$ cat config.mk
export PLATFORM = sky130hd
export DESIGN_NAME = noc_xy_route_buffer
export DESIGN_NICKNAME = d
export VERILOG_FILES = /design/src/rtl/noc_xy_route_buffer.sv
export SDC_FILE = /design/constraint.sdc
export NUM_CORES = 1
export LEC_CHECK = 0
export ABC_AREA = 1
export CORE_MARGIN = 3
export CORE_UTILIZATION = 54
export CTS_CLUSTER_DIAMETER = 80
export DETAILED_ROUTE_END_ITERATION = 8
export PLACE_DENSITY = 0.79
export REMOVE_ABC_BUFFERS = 1
export SETUP_SLACK_MARGIN = 0.4
export SLEW_MARGIN = 20
export SYNTH_ARGS = -nofsm -noshare
export SYNTH_HDL_FRONTEND = slang
export SYNTH_SLANG_ARGS = --single-unit
$ cat constraint.sdc
create_clock -name clk -period 3.84 [get_ports clk]
set_clock_uncertainty 0.1 [all_clocks]
set_input_delay 0.384 -clock clk [delete_from_list [all_inputs] [get_ports clk]]
set_output_delay 0.384 -clock clk [all_outputs]
set_load 0.02 [all_outputs]
$ cat src/rtl/noc_xy_route_buffer.sv
// Router input stage: buffers the merged packet stream in a small FIFO and
// steers the head packet to one of five output ports using XY routing.
// Output port order in out_valid/out_ready: bit0 E, bit1 W, bit2 N, bit3 S, bit4 L.
module noc_xy_route_buffer #(
  parameter int WIDTH   = 39,
  parameter int DEPTH   = 4,
  parameter int LOCAL_X = 0,
  parameter int LOCAL_Y = 0
) (
  input  logic                     clk,
  input  logic                     rst_n,
  input  logic                     in_valid,
  output logic                     in_ready,
  input  logic [WIDTH-1:0]         in_data,
  output logic [4:0]               out_valid,
  input  logic [4:0]               out_ready,
  output logic [WIDTH-1:0]         out_data,
  output logic [$clog2(DEPTH):0]   occupancy
);

  localparam int AW = $clog2(DEPTH);
  localparam logic [AW:0] FULL_CNT = (AW+1)'(DEPTH);
  localparam logic [1:0]  LX       = 2'(LOCAL_X);
  localparam logic [1:0]  LY       = 2'(LOCAL_Y);

  // Control state mirrors the fill level so ready/valid come straight from flops.
  typedef enum logic [1:0] {
    EMPTY   = 2'd0,
    PARTIAL = 2'd1,
    FULL    = 2'd2
  } state_t;

  state_t            state, state_next;
  logic [AW:0]       count, count_next;
  logic [AW-1:0]     wr_ptr, rd_ptr;
  logic [WIDTH-1:0]  mem [DEPTH];

  logic              push, pop;
  logic [WIDTH-1:0]  head;
  logic [1:0]        dst_x, dst_y;
  logic [4:0]        route;

  assign head      = mem[rd_ptr];
  assign dst_x     = head[WIDTH-1 -: 2];
  assign dst_y     = head[WIDTH-3 -: 2];

  assign in_ready  = (state != FULL);
  assign push      = in_valid && in_ready;
  assign out_data  = head;
  assign occupancy = count;
  assign out_valid = (state != EMPTY) ? route : 5'b00000;
  // Only the selected port's ready matters, since out_valid is one-hot.
  assign pop       = |(out_valid & out_ready);

  // XY dimension-order decode of the head packet: resolve X before Y.
  always_comb begin
    route = 5'b10000;
    if (dst_x > LX)      route = 5'b00001;
    else if (dst_x < LX) route = 5'b00010;
    else if (dst_y > LY) route = 5'b00100;
    else if (dst_y < LY) route = 5'b01000;
  end

  // Next fill level and FSM transition from the push/pop handshakes.
  always_comb begin
    count_next = count;
    state_next = state;
    case ({push, pop})
      2'b10:   count_next = count + (AW+1)'(1);
      2'b01:   count_next = count - (AW+1)'(1);
      default: count_next = count;
    endcase
    case (state)
      EMPTY: begin
        if (push) state_next = PARTIAL;
      end
      PARTIAL: begin
        if (push && !pop && count == FULL_CNT - (AW+1)'(1))
          state_next = FULL;
        else if (pop && !push && count == (AW+1)'(1))
          state_next = EMPTY;
      end
      FULL: begin
        if (pop) state_next = PARTIAL;
      end
      default: state_next = EMPTY;
    endcase
  end

  // Control registers: pointers wrap naturally because DEPTH is a power of 2.
  always_ff @(posedge clk or negedge rst_n) begin
    if (!rst_n) begin
      state  <= EMPTY;
      count  <= '0;
      wr_ptr <= '0;
      rd_ptr <= '0;
    end else begin
      state <= state_next;
      count <= count_next;
      if (push) wr_ptr <= wr_ptr + AW'(1);
      if (pop)  rd_ptr <= rd_ptr + AW'(1);
    end
  end

  // Packet storage carries no reset; contents are only observed while valid.
  always_ff @(posedge clk) begin
    if (push) mem[wr_ptr] <= in_data;
  end

endmodule

==> results.cfg <==
[synthesis]
ys_ff_latch = 165
synth.largest_area_cell = edfxtp_1
async_reset_ff_frac = 0.0545
synth_area_leaders = edfxtp_1, o21ai_0, nor2_1, dfrtp_1, o22ai_1
yosysWarnings = 0
synth_top_area_share = 0.718
syn_area_um2 = 6520
synth_edf_count = 156
syn-instance-count = 474
synthFlopType = edfxtp_1
synth.distinct_cells = 31
ys_seq_area_frac = 0.753
synth.avg_cell_area_um2 = 13.8

[sta]
worst_pin_slew_ns = 0.635
relSlewSlack = 0.576
finalCritPeriodShare = 0.841
whs_ns = 0.161
setup_viol = 0
rsz0062_at_grt = no
fin_crit_ns = 3.23
fmax_mhz = 310
tns_ns = 0
drv_slew = 0
final-hold-violation-count = 0

[setup_path]
cp-start-kind = register
critPathKind = reg2out
path_max_fanout = 25
worst-endpoint-required_ns = 3.36
worstPathArrival_ns = 2.74
end_kind = primary output

[floorplanning]
die_h_um = 116
core_area_um2 = 11600
fp-row-count = 39
ios = 95
start_util = 0.561
dieWidth_um = 116
dieArea_um2 = 13400

[clock_tree]
clockRootBuffer = clkbuf_16
cts_tree = built
clock-sinks = 165
cts_inserted_buffers = 17
htree_num_levels = 4
postCtsHoldBufs = 0
max-clock-path-buffers = 2
clock_latency_ns = 0.42
cts.clk_slew.worst_paths_ns = 0.06

[routing]
vias = 4037
drc_errors = 0
ant_nets = 0
wl_mm = 13.2
firstDrtPassIters = 5
wire_per_inst_um = 18.3
drtIter0Drc = 321
viasPerCell = 5.59

[final_layout]
nNetsFinal = 623
layout_common_cells = edfxtp_1, clkdlybuf4s50_1, nor2_1, o21ai_0, o22ai_1
synthToLayoutAreaGrowth_pct = 25.3
final_cells = 722
n_antenna_cell = 0
fin_util = 0.704
drive_above_1_share = 0.109
nFillCells = 769
final_common_cell = edfxtp_1

[global_route]
grtUsageTotal = 0.203
grt_pass1_wl_mm = 20.3
globalRouteOverflowTotal = 0
grt_max_degree = 79
antenna_found_initial = 0
grt_pass1_vias = 4070

[place]
routabilityCongestion = 0.723
place_inst = 689
place.port_buffers = 90
dp_hpwl_mm = 7.35

[power]
power.leakage_uw = 0.00283
irDropWorstVdd_mv = 0.548
p_per_area_nw_per_um2 = 852
finalPower_uw = 6960

[run]
maxCapViolations = 0

[worst_hold_path]
worstHoldPathType = in2async

[outcome]
outcome = completed
==> sequential cells by signal (all words and copies together) (netlist names) <==
| register | count |
|---|---|
| wr_ptr | 2 |
| rd_ptr | 2 |
| state | 2 |
| mem | 156 |
| occupancy | 3 |
==> cells by family after synthesis <==
group           share of synthesized area
compound gates                     0.0958
fa+ha+maj                          0.0192
xor+xnor                          0.00403
simple gates                       0.0913
other cells                      0.000575
buf+inv                            0.0361
flops                               0.753
==> layer usage <==
metal  vias up  GRT usage  part of all wire
li1       1901          -                 -
met1      1960      0.250              0.41
met2       155      0.341              0.50
met3        21     0.0648             0.068
met4         0     0.0712             0.019
met5         -          0                 0
==> power breakdown <==
group | internal, µW | switching [µW] | leakage [µW]
Clock | 952 | 657 | 0.000259
Sequential | 2370 | 146 | 0.00154
Combinational | 1100 | 1740 | 0.00104
==> through the flow <==
stage                     instance area (µm²)  setup WS (ns)
final                                    8170          0.612
after detailed placement                 7590          0.805
after CTS                                8160          0.560
after global routing                     8170          0.507
after floorplan                          6390          0.395
after global placement                   7590          0.861
==> path summary, 6_finish.rpt <==
kind	from	to	cells past startpoint	slack, ns
worst max-delay path	rd_ptr[1]	out_data[4]	5	0.61
worst min-delay path	rst_n	occupancy[0]	1	0.16
worst max register to register	rd_ptr[1]	state[0]	14	0.94
worst min register to register	state[1]	state[1]	1	0.41
max in group asynchronous	rst_n	rd_ptr[0]	1	3.15
min in group clk	state[1]	state[1]	1	0.41
==> area by class of cell <==
cell class	instances	area (µm²)	area share
clock inverters	13	131	0.0161
well taps	143	179	0.0219
repair buffers	99	1000	0.123
clock buffers	19	433	0.0530
multi-input cells	257	1410	0.172
inverters	26	104	0.0127
flip-flops and latches	165	4910	0.601
==> Yosys cell counts (2+ instances only) <==
master and instances:
nand2_1 21, inv_1 22, o21ai_0 72, ha_1 10, a21boi_0 2, nand4_1 2, nor2_1 82, buf_1 2
edfxtp_1 156, inv_2 2, o22ai_1 35, nand3_2 5, nand2_2 6, buf_2 3, dfrtp_1 9, clkbuf_1 17
nand2_4 4, buf_6 2, buf_4 3, xnor2_1 2, nand3_1 7
==> critical path: stages (launching register included) <==
cell and delay, ns:
dfrtp_1 0.38, inv_1 0.48, buf_4 0.41, o21ai_0 0.15
o22ai_1 0.24, clkdlybuf4s50_1 0.66
==> repair_timing <==
item,in CTS,in global routing
buffers inserted,0,1
gates resized for setup,1,0
setup endpoints to repair,2,1
Note: power is estimated with default switching activity, not from simulation.
